==> src/rtl/fp_mul_round.sv <==
// Normalise, round-to-nearest-even and pack stage behind the binary32 mantissa multiplier.
// Two registered stages (s1 = normalised fields, out = packed result) with valid/ready on both sides.
module fp_mul_round (
    input  logic        clk,
    input  logic        rst_n,
    input  logic        in_valid,
    output logic        in_ready,
    input  logic        in_sign,
    input  logic [9:0]  in_exp,
    input  logic [47:0] in_prod,
    input  logic [1:0]  in_class,
    output logic        out_valid,
    input  logic        out_ready,
    output logic [31:0] out_result,
    output logic [2:0]  out_flags
);
    localparam logic [1:0] CLS_NORMAL = 2'b00;
    localparam logic [1:0] CLS_ZERO   = 2'b01;
    localparam logic [1:0] CLS_INF    = 2'b10;
    localparam logic [1:0] CLS_NAN    = 2'b11;

    localparam logic signed [9:0] EXP_MAX = 10'sd255;
    localparam logic signed [9:0] EXP_MIN = 10'sd0;

    // Handshake: a bundle moves on in_valid & in_ready, a result leaves on out_valid & out_ready;
    // a stage advances when it is empty or the stage after it is advancing.
    logic adv1;
    logic adv2;
    logic accept;

    logic        s1_valid_q, s1_valid_d;
    logic        s1_sign_q, s1_sign_d;
    logic [9:0]  s1_exp_q, s1_exp_d;
    logic [22:0] s1_mant_q, s1_mant_d;
    logic        s1_guard_q, s1_guard_d;
    logic        s1_sticky_q, s1_sticky_d;
    logic [1:0]  s1_class_q, s1_class_d;

    logic        out_valid_q, out_valid_d;
    logic [31:0] out_result_q, out_result_d;
    logic [2:0]  out_flags_q, out_flags_d;

    logic        round_up;
    logic [23:0] mant_sum;
    logic signed [9:0] exp_rnd;
    logic [31:0] packed_res;
    logic [2:0]  packed_flags;

    assign adv2     = ~out_valid_q | out_ready;
    assign adv1     = ~s1_valid_q | adv2;
    assign in_ready = adv1;
    assign accept   = in_valid & adv1;

    assign out_valid  = out_valid_q;
    assign out_result = out_result_q;
    assign out_flags  = out_flags_q;

    // Stage 1: pick the leading one at bit 47 or bit 46 and split off guard/sticky.
    always_comb begin
        s1_valid_d  = s1_valid_q;
        s1_sign_d   = s1_sign_q;
        s1_exp_d    = s1_exp_q;
        s1_mant_d   = s1_mant_q;
        s1_guard_d  = s1_guard_q;
        s1_sticky_d = s1_sticky_q;
        s1_class_d  = s1_class_q;
        if (adv1) begin
            s1_valid_d = in_valid;
        end
        if (accept) begin
            s1_sign_d  = in_sign;
            s1_class_d = in_class;
            if (in_prod[47]) begin
                s1_mant_d   = in_prod[46:24];
                s1_guard_d  = in_prod[23];
                s1_sticky_d = |in_prod[22:0];
                s1_exp_d    = in_exp + 10'd1;
            end else begin
                s1_mant_d   = in_prod[45:23];
                s1_guard_d  = in_prod[22];
                s1_sticky_d = |in_prod[21:0];
                s1_exp_d    = in_exp;
            end
        end
    end

    // Stage 2: round to nearest even; a mantissa carry wraps m to zero and bumps the exponent.
    always_comb begin
        round_up = s1_guard_q & (s1_sticky_q | s1_mant_q[0]);
        mant_sum = {1'b0, s1_mant_q} + {23'd0, round_up};
        exp_rnd  = $signed(s1_exp_q) + $signed({9'd0, mant_sum[23]});

        packed_res   = {s1_sign_q, exp_rnd[7:0], mant_sum[22:0]};
        packed_flags = {2'b00, s1_guard_q | s1_sticky_q};
        if (s1_class_q == CLS_NAN) begin
            packed_res   = 32'h7FC0_0000;
            packed_flags = 3'b000;
        end else if (s1_class_q == CLS_INF) begin
            packed_res   = {s1_sign_q, 8'hFF, 23'd0};
            packed_flags = 3'b000;
        end else if (s1_class_q == CLS_ZERO) begin
            packed_res   = {s1_sign_q, 31'd0};
            packed_flags = 3'b000;
        end else if (exp_rnd >= EXP_MAX) begin
            packed_res   = {s1_sign_q, 8'hFF, 23'd0};
            packed_flags = 3'b101;
        end else if (exp_rnd <= EXP_MIN) begin
            packed_res   = {s1_sign_q, 31'd0};
            packed_flags = 3'b011;
        end
    end

    always_comb begin
        out_valid_d  = out_valid_q;
        out_result_d = out_result_q;
        out_flags_d  = out_flags_q;
        if (adv2) begin
            out_valid_d = s1_valid_q;
            if (s1_valid_q) begin
                out_result_d = packed_res;
                out_flags_d  = packed_flags;
            end
        end
    end

    always_ff @(posedge clk or negedge rst_n) begin
        if (!rst_n) begin
            s1_valid_q   <= 1'b0;
            s1_sign_q    <= 1'b0;
            s1_exp_q     <= 10'd0;
            s1_mant_q    <= 23'd0;
            s1_guard_q   <= 1'b0;
            s1_sticky_q  <= 1'b0;
            s1_class_q   <= CLS_NORMAL;
            out_valid_q  <= 1'b0;
            out_result_q <= 32'd0;
            out_flags_q  <= 3'd0;
        end else begin
            s1_valid_q   <= s1_valid_d;
            s1_sign_q    <= s1_sign_d;
            s1_exp_q     <= s1_exp_d;
            s1_mant_q    <= s1_mant_d;
            s1_guard_q   <= s1_guard_d;
            s1_sticky_q  <= s1_sticky_d;
            s1_class_q   <= s1_class_d;
            out_valid_q  <= out_valid_d;
            out_result_q <= out_result_d;
            out_flags_q  <= out_flags_d;
        end
    end
endmodule

==> config.mk <==
export PLATFORM = sky130hd
export DESIGN_NAME = fp_mul_round
export DESIGN_NICKNAME = d
export VERILOG_FILES = /design/src/rtl/fp_mul_round.sv
export SDC_FILE = /design/constraint.sdc
export NUM_CORES = 1
export LEC_CHECK = 0
export ABC_AREA = 1
export BUFFER_PORTS_ARGS = -buffer_cell sky130_fd_sc_hd__buf_2
export CORE_MARGIN = 3
export CORE_UTILIZATION = 51
export CTS_CLUSTER_DIAMETER = 60
export DETAILED_ROUTE_END_ITERATION = 12
export PLACE_DENSITY_LB_ADDON = 0.15
export SKIP_CTS_REPAIR_TIMING = 1
export SYNTH_ARGS = -nofsm -noshare
export SYNTH_HDL_FRONTEND = slang
export SYNTH_SLANG_ARGS = --single-unit
==> constraint.sdc <==
create_clock -name clk -period 4.4 [get_ports clk]
set_input_delay 1.1 -clock clk [delete_from_list [all_inputs] [get_ports clk]]
set_output_delay 1.1 -clock clk [all_outputs]
set_load 0.01 [all_outputs]
==> qor.log <==
qor: outcome.run_status completed
qor: setup_path.crit_slowest_cell dfrtp_1
qor: global_route.pin_count_of_the_biggest_net_entering_global_routing 66
qor: timing.slew_viol_final 0
qor: synth.synth_warnings 0
qor: finish.fraction_of_final_layout_cells_sized_beyond_drive_strength_1 21.9%
qor: global_route.grt.overflow.total 0
qor: die.die_w 98.0 um
qor: clock_tree.cts_tree yes
qor: setup_path.timing.critical_path.from_type register
qor: die.y_dimension_of_the_die 98.0 um
qor: detailed_routing.drt_pre_antenna_iters 5
qor: timing.grt_setup_unrepaired no
qor: finish.design.final.nets 751
qor: die.floorplan.initialDensity 54.2%
qor: finish.n_antenna_cell 0
qor: detailed_routing.route.final.wire_length 11000 um
qor: setup_path.critical_path_arrival 4.11 ns
qor: synth.synth_edf_count 0
qor: setup_path.critical_path_class register to register
qor: pwr.clock_network_fraction_of_total_power 27.7%
qor: synth.synth_largest_type_area_fraction 43.5%
qor: pwr.power_leakage 0.00263 uW
qor: placement.port-buffer-count 101
qor: synth.synth_top_flop_cell dfrtp_1
qor: timing.post-route-min-period 3.85 ns
qor: synth.synth.area.top_cells dfrtp_1 43%, nand2_1 17%, nor2_1 5.9%
qor: synth.yosys_reg_bits 75
qor: synth.average_instance_area_after_synthesis 7.36 sq um
qor: placement.globalplace.congestion 0.972
qor: timing.worstMarginPinSlew 0.754 ns
qor: clock_tree.clock_path_buffers 2
qor: setup_path.cpPeakStageDelay 0.38 ns
qor: detailed_routing.route.detailed.drc 0
qor: pwr.power_frac_seq 44.3%
qor: pwr.power.share.switching 34.7%
qor: detailed_routing.ant_nets 0
qor: setup_path.critical_path.cell_chain nor2_1, nor2_1, ha_1, inv_1, nor3_1, nand2_1, nor2_1, nand4_1, nor3_1, ha_1, ha_1, nand2_1, nor2_4, nand3_1, nand2_1, nand2_2, nor2_1, nand2_1, nand2_2, nand3_4, o21ai_0
qor: timing.setup_violations 0
qor: synth.syn_inst 586
qor: detailed_routing.routed_via_density 5.29
qor: synth.mappedNetlistNets 656
qor: die.ioPinCount 102
qor: run.maxCapViolations 0
qor: synth.async_flop_share 100%
qor: pwr.switching_power 726 uW
qor: worst_hold_path.worstHoldPathType register to register
qor: global_route.wire_length_of_the_first_global_routing_pass 18600 um
qor: clock_tree.worst_skew_pair.late_latency 0.35 ns
qor: timing.finalWorstSetupSlack 0.549 ns
qor: global_route.grt_antenna_before_repair 0
qor: timing.timing.fmax 0.260 GHz
qor: pwr.pint 1370 uW
qor: clock_tree.h_tree_depth 3
qor: timing.fin_worst_skew 0.0118 ns
qor: clock_tree.clock-sinks 75
qor: die.placementRows 32
qor: placement.hpwlAfterDp 8310 um
qor: setup_path.critPathBufInv 1
qor: timing.worst_slew_margin_rel 49.7%
qor: pwr.combinationalPowerShare 28.0%
qor: pwr.peakVddDrop 0.171 mV
qor: detailed_routing.wire_per_inst 14.0 um
qor: clock_tree.clk_pin_slew 0.08 ns
qor: timing.fin_tns_setup 0 ns
qor: setup_path.timing.critical_path.max_delay_family simple AND/OR/NAND/NOR gates
qor: synth.synth-seq-area-share 43.5%
qor: clock_tree.ctsRootBufferMaster clkbuf_8
qor: setup_path.worst_ep_required_time 4.66 ns
qor: global_route.globalRouteTotalUtil 23.7%
qor: pwr.cellPowerDensity 410 nW/um^2
qor: timing.final_hold_viol_count 0
qor: global_route.grt_pass1_vias 3945
qor: timing.timing.final.crit_share 87.5%
qor: finish.layout-area-overhead-vs-synth 18.1%
qor: placement.place_worst_setup_slack 0.580 ns
qor: setup_path.crit_path_end_kind register
qor: detailed_routing.drt_iter0_markers 197
qor: synth.synth.lib_cells_used.distinct 29
qor: synth.netlist.top_cell.by_area dfrtp_1
qor: clock_tree.tritoncts.num_buffers 9
qor: setup_path.worst-path-max-fanout 15
qor: die.dieArea 9600 sq um
qor: die.floorplan.core_area 7970 sq um
qor: detailed_routing.detailroute.via_count 4164
qor: synth.mappedNetlistArea 4320 sq um
-- layout by cell type, fill, tap and decap left out, types with 3 or more instances in the layout --
cell | synthesis | layout
nand2_1 | 191 | 191
buf_2 | 2 | 101
dfrtp_1 | 75 | 75
nor2_1 | 68 | 68
inv_1 | 54 | 54
nand3_1 | 34 | 34
o21ai_0 | 30 | 30
a31oi_1 | 22 | 22
o21ai_2 | 16 | 16
xor2_1 | 10 | 10
clkbuf_8 | 0 | 10
nor3_1 | 8 | 8
a21oi_1 | 8 | 8
nand4_1 | 7 | 7
nand2_2 | 7 | 7
xnor2_1 | 5 | 5
nor4_1 | 5 | 5
ha_1 | 5 | 5
o22ai_1 | 4 | 4
o211ai_1 | 4 | 4
buf_4 | 0 | 4
nand3b_1 | 3 | 3
-- logic make-up (layout without fill, tap and decap cells) --
family,count (synthesis),count (layout),synth area share [%]
and+or+nand+nor,329,329,32.3
AOI/OAI and AO/OA,86,86,12.7
buffers and inverters,76,175,7.02
DFF,75,75,43.5
xor gates and xnor gates,15,15,3.04
adders and majority gates,5,5,1.45
-- sequential cells by signal, indices dropped and copies added (netlist names) --
register	flops
out_result	32
s1_mant_q	23
s1_exp_q	10
out_flags	3
s1_class_q	2
out_valid	1
s1_guard_q	1
s1_sign_q	1
s1_sticky_q	1
s1_valid_q	1
-- cell type report --
cell class / instances / area, sq um
clock buffer: 10 / 138
clock inverter: 5 / 77.6
fill: 755 / 2870
inverter: 55 / 206
multi-input combinational: 435 / 2140
sequential: 75 / 1880
tap: 102 / 128
timing repair buffer: 105 / 536
-- through the flow --
step                instances  hold WS (ns)  area, sq um  power, uW  util (%)
floorplan                 586         0.459         4320       1300         -
global placement          772         0.459         4880       1510      61.3
detailed placement        772         0.462         4880       1520      61.3
CTS                       787         0.484         5100       2100      64.0
global route              787         0.498         5100       2220      64.0
finish                    787         0.479         5100       2090      64.0
-- per-layer routing --
metal  track usage [%]  wire length (um)
met1              34.2              5260
met2              36.4              4850
met3              3.57               721
met4              7.88               178
met5                 0                 0
-- power by group through the flow --
stage | clock network (uW) | registers (uW) | logic (uW)
global route | 613 | 945 | 664
CTS | 585 | 924 | 590
global placement | 0 | 933 | 578
floorplan | 0 | 953 | 348
detailed placement | 0 | 935 | 586
finish | 580 | 926 | 586
-- final timing paths --
path | slack, ns | cells past startpoint | start | to
worst max-delay path | 0.55 | 21 | s1_sticky_q | out_result[1]
worst min-delay path | 0.48 | 2 | out_result[19] | out_result[19]
worst max register to register | 0.55 | 21 | s1_sticky_q | out_result[1]
worst min register to register | 0.48 | 2 | out_result[19] | out_result[19]
max in group asynchronous | 2.57 | 2 | rst_n | s1_mant_q[17]
min in group asynchronous | 0.81 | 1 | rst_n | out_result[9]
-- worst reg2reg max path: cells and delay by family, from the launching register on --
kind,cells,cell delay [ns]
AND/OR/NAND/NOR,16,2.40
adder cells (fa/ha/maj),3,0.69
flip-flops,1,0.38
AO/OA/AOI/OAI,1,0.25
buffers and inverters,1,0.07
-- synth_stat cells (3+ instances only) --
cell and instances:
dfrtp_1 75, clkbuf_1 17, nand3_1 34, a31oi_1 22, xnor2_1 5, nand4_1 7, nand2_2 7, xor2_1 10
inv_1 54, ha_1 5, o21ai_0 30, nand2_1 191, nor3_1 8, o21ai_2 16, nor2_1 68, o22ai_1 4
nand3b_1 3, nor4_1 5, o211ai_1 4, a21oi_1 8
(Power assumes the default switching activity.)
